`src/rtl/regfile_dump.sv`:
```
// Sequential register-file reader: on start, walks FIRST_REG..LAST_REG through one
// read port and streams each value out over a valid/ready handshake.
module regfile_dump #(
    parameter int unsigned FIRST_REG = 0,
    parameter int unsigned LAST_REG  = 31
) (
    input  logic        clk,
    input  logic        rst,
    input  logic        start,
    input  logic        abort,
    output logic [4:0]  rf_addr,
    input  logic [31:0] rf_rd,
    output logic        dump_valid,
    input  logic        dump_ready,
    output logic [31:0] dump_data,
    output logic [4:0]  dump_index,
    output logic        dump_last,
    output logic        busy,
    output logic        done
);

    localparam int unsigned AW = 5;
    localparam int unsigned DW = 32;
    localparam logic [AW-1:0] FIRST_A = AW'(FIRST_REG);
    localparam logic [AW-1:0] LAST_A  = AW'(LAST_REG);

    if (FIRST_REG > LAST_REG || LAST_REG > 31) begin : g_bad_range
        $error("regfile_dump: illegal register range FIRST_REG=%0d LAST_REG=%0d", FIRST_REG, LAST_REG);
    end

    typedef enum logic [1:0] {IDLE, READ, HOLD, DONE} state_t;

    state_t          state_q, state_d;
    logic [AW-1:0]   cnt_q, cnt_d;
    logic [AW-1:0]   addr_d;
    logic [AW-1:0]   index_d;
    logic [DW-1:0]   data_d;
    logic            valid_d, last_d, busy_d, done_d;

    // State and registered outputs
    always_ff @(posedge clk or negedge rst) begin
        if (!rst) begin
            state_q    <= IDLE;
            cnt_q      <= FIRST_A;
            rf_addr    <= '0;
            dump_valid <= 1'b0;
            dump_data  <= '0;
            dump_index <= '0;
            dump_last  <= 1'b0;
            busy       <= 1'b0;
            done       <= 1'b0;
        end else begin
            state_q    <= state_d;
            cnt_q      <= cnt_d;
            rf_addr    <= addr_d;
            dump_valid <= valid_d;
            dump_data  <= data_d;
            dump_index <= index_d;
            dump_last  <= last_d;
            busy       <= busy_d;
            done       <= done_d;
        end
    end

    // Next state and next output values
    always_comb begin
        state_d = state_q;
        cnt_d   = cnt_q;
        addr_d  = rf_addr;
        valid_d = dump_valid;
        data_d  = dump_data;
        index_d = dump_index;
        last_d  = dump_last;

        unique case (state_q)
            IDLE: begin
                if (start && !abort) begin
                    state_d = READ;
                    cnt_d   = FIRST_A;
                    addr_d  = FIRST_A;
                end
            end
            READ: begin
                data_d  = rf_rd;
                index_d = cnt_q;
                last_d  = (cnt_q == LAST_A);
                valid_d = 1'b1;
                state_d = HOLD;
            end
            HOLD: begin
                if (dump_ready) begin
                    valid_d = 1'b0;
                    if (dump_last) begin
                        state_d = DONE;
                    end else begin
                        cnt_d   = cnt_q + AW'(1);
                        addr_d  = cnt_q + AW'(1);
                        state_d = READ;
                    end
                end
            end
            DONE: begin
                state_d = IDLE;
                addr_d  = '0;
            end
            default: begin
                state_d = IDLE;
                addr_d  = '0;
            end
        endcase

        // Abort wins over a same-cycle handshake; the word is not accepted.
        if (abort && state_q != IDLE) begin
            state_d = IDLE;
            valid_d = 1'b0;
            addr_d  = '0;
        end

        busy_d = (state_d != IDLE);
        done_d = (state_d == DONE);
    end

endmodule
```
`config.mk`:
```
export PLATFORM = sky130hd
export DESIGN_NAME = regfile_dump
export DESIGN_NICKNAME = d
export VERILOG_FILES = /design/src/rtl/regfile_dump.sv
export SDC_FILE = /design/constraint.sdc
export NUM_CORES = 1
export LEC_CHECK = 0
export BUFFER_PORTS_ARGS = -buffer_cell sky130_fd_sc_hd__buf_2
export CORE_UTILIZATION = 48
export DETAILED_ROUTE_END_ITERATION = 7
export PLACE_DENSITY = 0.82
export SETUP_SLACK_MARGIN = 0.15
export SLEW_MARGIN = 15
export SYNTH_ARGS = -nofsm -noshare
export SYNTH_HDL_FRONTEND = slang
export SYNTH_SLANG_ARGS = --single-unit
```
`constraint.sdc`:
```
create_clock -name clk -period 2 [get_ports clk]
set_clock_uncertainty 0.1 [all_clocks]
set_input_delay 0.1 -clock clk [delete_from_list [all_inputs] [get_ports clk]]
set_output_delay 0.1 -clock clk [all_outputs]
set_load 0.03 [all_outputs]
```
======== Word-level counts from Yosys, hierarchy flattened ========
Index checks and enable logic that the tools add are counted.
word-level totals
  logic and storage cells ................. 47
  bits of input ports ..................... 37
  output and inout bits ................... 46
  flip-flop bits (word level) ............. 53
operators by class
  muxes and demuxes ....................... 14
  add/sub/neg operators ................... 1
  equal/unequal tests ..................... 11
  reductions and logical operators ........ 12
operators with widths
  operator                                       number
  2-to-1 mux 5 bit                               4
  one-hot mux 5 bit (3 select lines)             1
  one-hot mux 5 bit (2 select lines)             1
  != test 3 bit, second input constant           3
  2-to-1 mux 2 bit                               4
  one-hot mux 2 bit (4 select lines)             1
  AND reduction 4 bit                            2
  == test 2 bit, second input constant           3
  != test 2 bit, second input constant           3
  nonzero test 2 bit                             3
  adder 5 x 1 -> 5 bit, second input constant    1
  == test 5 bit, second input constant           1
  nonzero test 4 bit                             1
  nonzero test 3 bit                             1
  == test 2 x 1 -> 1 bit, second input constant  1
  logical AND 1 bit                              2
  logical NOT 2 bit                              1
  2-to-1 mux 1 bit                               2
  one-hot mux 1 bit (2 select lines)             1
  AND reduction 2 bit                            1
  logical NOT 1 bit                              1

======== Longest topological paths before layout ========
  depth after elaboration ................. 6
  depth in mapped cells ................... 5
  mapped depth without buffers ............ 5

======== Least setup slack after synthesis ========
Ideal clock, no wire load.
  path kind ............................... flip-flop to flip-flop
  from .................................... reg dump_last
  to ...................................... reg rf_addr[0]
  path buffers ............................ 0
  cell stages (with the launch flop) ...... 5
  period minus slack after synthesis ...... 1619 ps
  arrival time ............................ 1394 ps
  slack ................................... 381 ps
  setup time .............................. 125 ps
  cell sequence ........................... dfrtp_1 nor2b_1 o21a_4 o32ai_4 mux2_4
between the ends
  cells in the longest elaborated chain, start to end .. 2
ends and longest elaborated chain
  element                               RTL line  RTL
  start: declaration                    17        output logic dump_last,
  start signal: assignment              59        dump_last <= last_d;
  != test 3 bit (no source line)        --
  AND reduction 4 bit (no source line)  --
  end signal: assignment                55        rf_addr <= addr_d;
  end: declaration                      11        output logic [4:0] rf_addr,
Every way passes these cells.
A chain may end at the register's enable or synchronous reset.

======== Final worst setup path ========
  from .................................... reg state_q[0]
  to ...................................... reg rf_addr[2]
between the ends
  cells in the longest elaborated chain, start to end .. 4
  elaborated cells between the ends (all ways) .. 12
ends and longest elaborated chain
  element                                                                      RTL line  RTL
  start: declaration                                                           33        state_t state_q, state_d;
  start signal: assignment                                                     53        state_q <= state_d;
  nonzero test 2 bit                                                           113       if (abort && state_q != IDLE) begin
  logical AND 1 bit                                                            113
  != test 3 bit (no source line) / nonzero test 4 bit (equally long branches)  --
  AND reduction 4 bit (no source line)                                         --
Several ways; a longest one is shown, not always the timed one.

==> summary by stage <==
Outcome
The flow ran to the end, and the final reports show no timing, DRC or antenna violations.

Setup path
The end of the worst register-to-register path is rf_addr[2]. The sort of element at the end of the critical path is a register. In this run the worst path has a maximum fanout of 8. The most critical setup path has its endpoint at rf_addr[2]. The data arrival time of the critical path is 1.79 ns. The most critical setup path has its startpoint at state_q[0]. Data on the critical path is required at its endpoint by 2.09 ns. The worst register-to-register path begins at state_q[0]. The launching element type of the critical path is a register. The number of cells on the worst reg-to-reg path is 4. Setup slack on the worst reg-to-reg path comes out at 0.31 ns.

The critical path is of the register to register type.

Logic synthesis
By instance count, the leading cell after synthesis is dfrtp_1. The number of enable-type register cells in the synthesized netlist is 0. The synthesized area per cell is 14.3 um^2.

In the post-synthesis netlist, the biggest area contributors are dfrtp_1 (61%), mux2_2 (20%), mux2i_1 (1.8%), o21ai_0 (1.6%), nand2_1 (1.5%). The share of synthesized area in the top cell type comes to 0.606. The sequential share of the synthesized area is 0.606. The commonest register cell after synthesis is dfrtp_1. The number of nets handed over by synthesis was 192. After synthesis, the most frequently instantiated cells are dfrtp_1 (53), mux2_2 (38), nand2_1 (9). Yosys printed 0 warnings.

In this run the cell area of the synthesized design comes to 2190 um^2. The cell taking the most area after synthesis is dfrtp_1. In this run, synthesis produced a sequential element count of 53. The post-synthesis cell type count is 31.

Of all flip-flops after synthesis, the portion carrying an async set or reset was 1.00. The number of instances in the synthesized netlist is between 150 and 200.

Drt
After detailed routing, the number of vias per cell comes to 4.91. In the final routed layout, each cell accounts on average for 14.6 um. The count of unresolved DRC violations after routing is 0.

The first detailed-routing pass ran for 4 iterations. The number of design-rule violations left by the first detailed-router iteration is 42. For this block, the via count after detailed routing is 1600.

The remaining antenna violation count is 0. Summed over all layers, the routed wires come to 4770 um.

Floorplanning
The total number of placement rows is 24. The vertical die dimension is 69.5 um. In this run the count of I/O pins placed on the die edge is 83. The die covers 4840 um^2. For this configuration, the core starts out at a cell density of 0.499.

In this run the standard cell core region covers 4380 um^2. From left edge to right edge, the die measures 69.5 um.

Power and ir drop
The total power draw is 2.86 mW. The leakage power summed over all cells is 1.54 nW. The worst vdd rail ir drop is 398 uV.

For this design the ratio of total power to cell area is 928 nW/um^2.

Timing
The max-slew violation count came to 0. The smallest clock period supported by the final layout is computed as 1.69 ns. Setup repair after global routing left no endpoint under its margin. The hold slack is 0.0392 ns. The accumulated negative setup slack is 0 ns. The final count of hold timing violations is 0. Setup violations remaining at the end of the flow were counted as 0. The worst slew margin relative to its limit is 0.745. Of the available clock period, the critical path in the final layout requires 0.846. For this run, the top clock speed supported by timing is roughly 0.59 GHz. The minimum setup slack in the final design is 0.307 ns. At the pin with the least slew margin, the transition time is 0.383 ns.

Global routing
The first global-routing pass estimated 7980 um of wire. The residual overflow from global routing is 0. The initial antenna violation count is 0.

The overall global routing resource usage is 0.212. The number of global-route vias before repair is 1639. The pin count of the biggest net entering global routing is 39.

Run
The number of max-cap violations is 0.

Clock tree
The longest clock path from root to sink contains 2 buffers. The count of clock tree sinks is 53. In this run, CTS created clock tree buffers numbering 5. After clock tree synthesis, the clock-pin slew on the worst setup and hold paths is 0.09 ns. The number of H-tree branching levels is 2.

In this run the clock root is driven by a clkbuf_8. The source-to-sink clock delay at the later pin of the worst-skew pair is ~0.3 ns. The CTS tree is yes.

Cells and area
The final-layout fill cell count is 327. The final design utilization is 0.702. The non-filler instance count after layout is 326. The storage element area is 1330 um^2. The finished cells cover 3080 um^2. The growth of design area from synthesis to finish is 40.6%. The total inserted antenna cells is 0.

The share of layout cells above drive strength 1 is 0.504. The post-layout net count is approximately 310. The footprint of the multi-input gates is 800 um^2.

Placement
The total instance count after detailed placement is 285. The worst setup slack before clock tree synthesis is 0.303 ns. Summing all placed instances gives a cell area of 2670 um^2. At the end of routability-driven placement, the weighted congestion stood at 0.838. During placement, the flow inserted port buffers numbering 82. The HPWL after detailed placement is roughly 2900 um.

Min path
The type of the most critical hold path is primary input to register.
[cell families (layout without fill, tap and decap cells)]
| family | after synthesis | count (layout) | synth area share |
|---|---|---|---|
| multiplexers | 44 | 44 | 0.227 |
| AND/OR/NAND/NOR | 27 | 27 | 0.0669 |
| buffers and inverters | 12 | 133 | 0.0303 |
| flip-flops | 53 | 53 | 0.606 |
| adder cells (fa/ha/maj) | 2 | 2 | 0.0114 |
| AO/OA/AOI/OAI | 13 | 13 | 0.0503 |
| XOR/XNOR | 2 | 2 | 0.00800 |
[worst min-delay path by stage]
stage | startpoint | endpoint | slack [ns] | depth (start not counted)
2_1_floorplan | rst | busy | -0.30 | 0
3_3_place_gp | rst | dump_data[6] | -0.17 | 1
3_5_place_dp | rst | dump_data[6] | -0.16 | 1
4_1_cts | dump_ready | dump_valid | 0.03 | 4
5_1_grt | rst | dump_data[6] | 0.06 | 2
6_report | dump_ready | dump_valid | 0.04 | 4
[layout make-up]
class	instances	area share
flip-flops and latches	53	0.431
clock inverters	2	0.00325
repair buffers	119	0.254
multi-input cells	88	0.260
clock buffers	6	0.0236
inverters	6	0.00731
well taps	52	0.0211
[layout by cell type, fill, tap and decap left out, drive strengths merged]
cell type    instances
and2                 1
ha                   2
o31ai                1
o21a                 1
o32ai                1
nand3b               1
and3                 1
mux2                40
nand2b               3
xnor2                2
clkinv               2
nand3                1
nor3                 2
mux2i                4
clkbuf               6
buf                 86
inv                  6
o21ai                7
nor2                 3
or3b                 1
or2                  1
a32o                 1
or3                  1
nor2b                3
dfrtp               53
a21o                 1
o211ai               1
dlygate4sd3         33
nand2                9
[what timing repair did]
| item | in CTS | in global routing |
|---|---|---|
| gates resized for setup | 0 | 0 |
| setup buffers | 0 | 0 |
| hold buffers | 33 | 0 |
| endpoints found under the hold margin | 85 | 0 |
[per-layer routing]
| metal | global-route usage | vias up | part of all wire |
|---|---|---|---|
| met2 | 0.357 | 65 | 0.49 |
| met4 | 0.0884 | 0 | 0.019 |
| li1 | - | 770 | - |
| met5 | 0 | - | 0 |
| met1 | 0.263 | 756 | 0.43 |
| met3 | 0.0494 | 9 | 0.054 |
[sequential cells by signal (all words and copies together) (netlist names)]
signal	flops
state_q	2
dump_last	1
dump_data	32
dump_valid	1
done	1
dump_index	5
rf_addr	5
busy	1
cnt_q	5
[power breakdown]
| part | switching [mW] | leakage (nW) | internal [mW] |
|---|---|---|---|
| Clock | 0.328 | 0.0450 | 0.243 |
| Combinational | 0.574 | 0.838 | 0.363 |
| Sequential | 0.0964 | 0.659 | 1.25 |
| Total | 0.999 | 1.54 | 1.86 |
[critical path, stage by stage (launching register included)]
cell and delay, ns:
dfrtp_1 0.50, nand2b_4 0.22, o21a_4 0.21, o32ai_4 0.22, mux2_4 0.34
(Power assumes the default switching activity.)
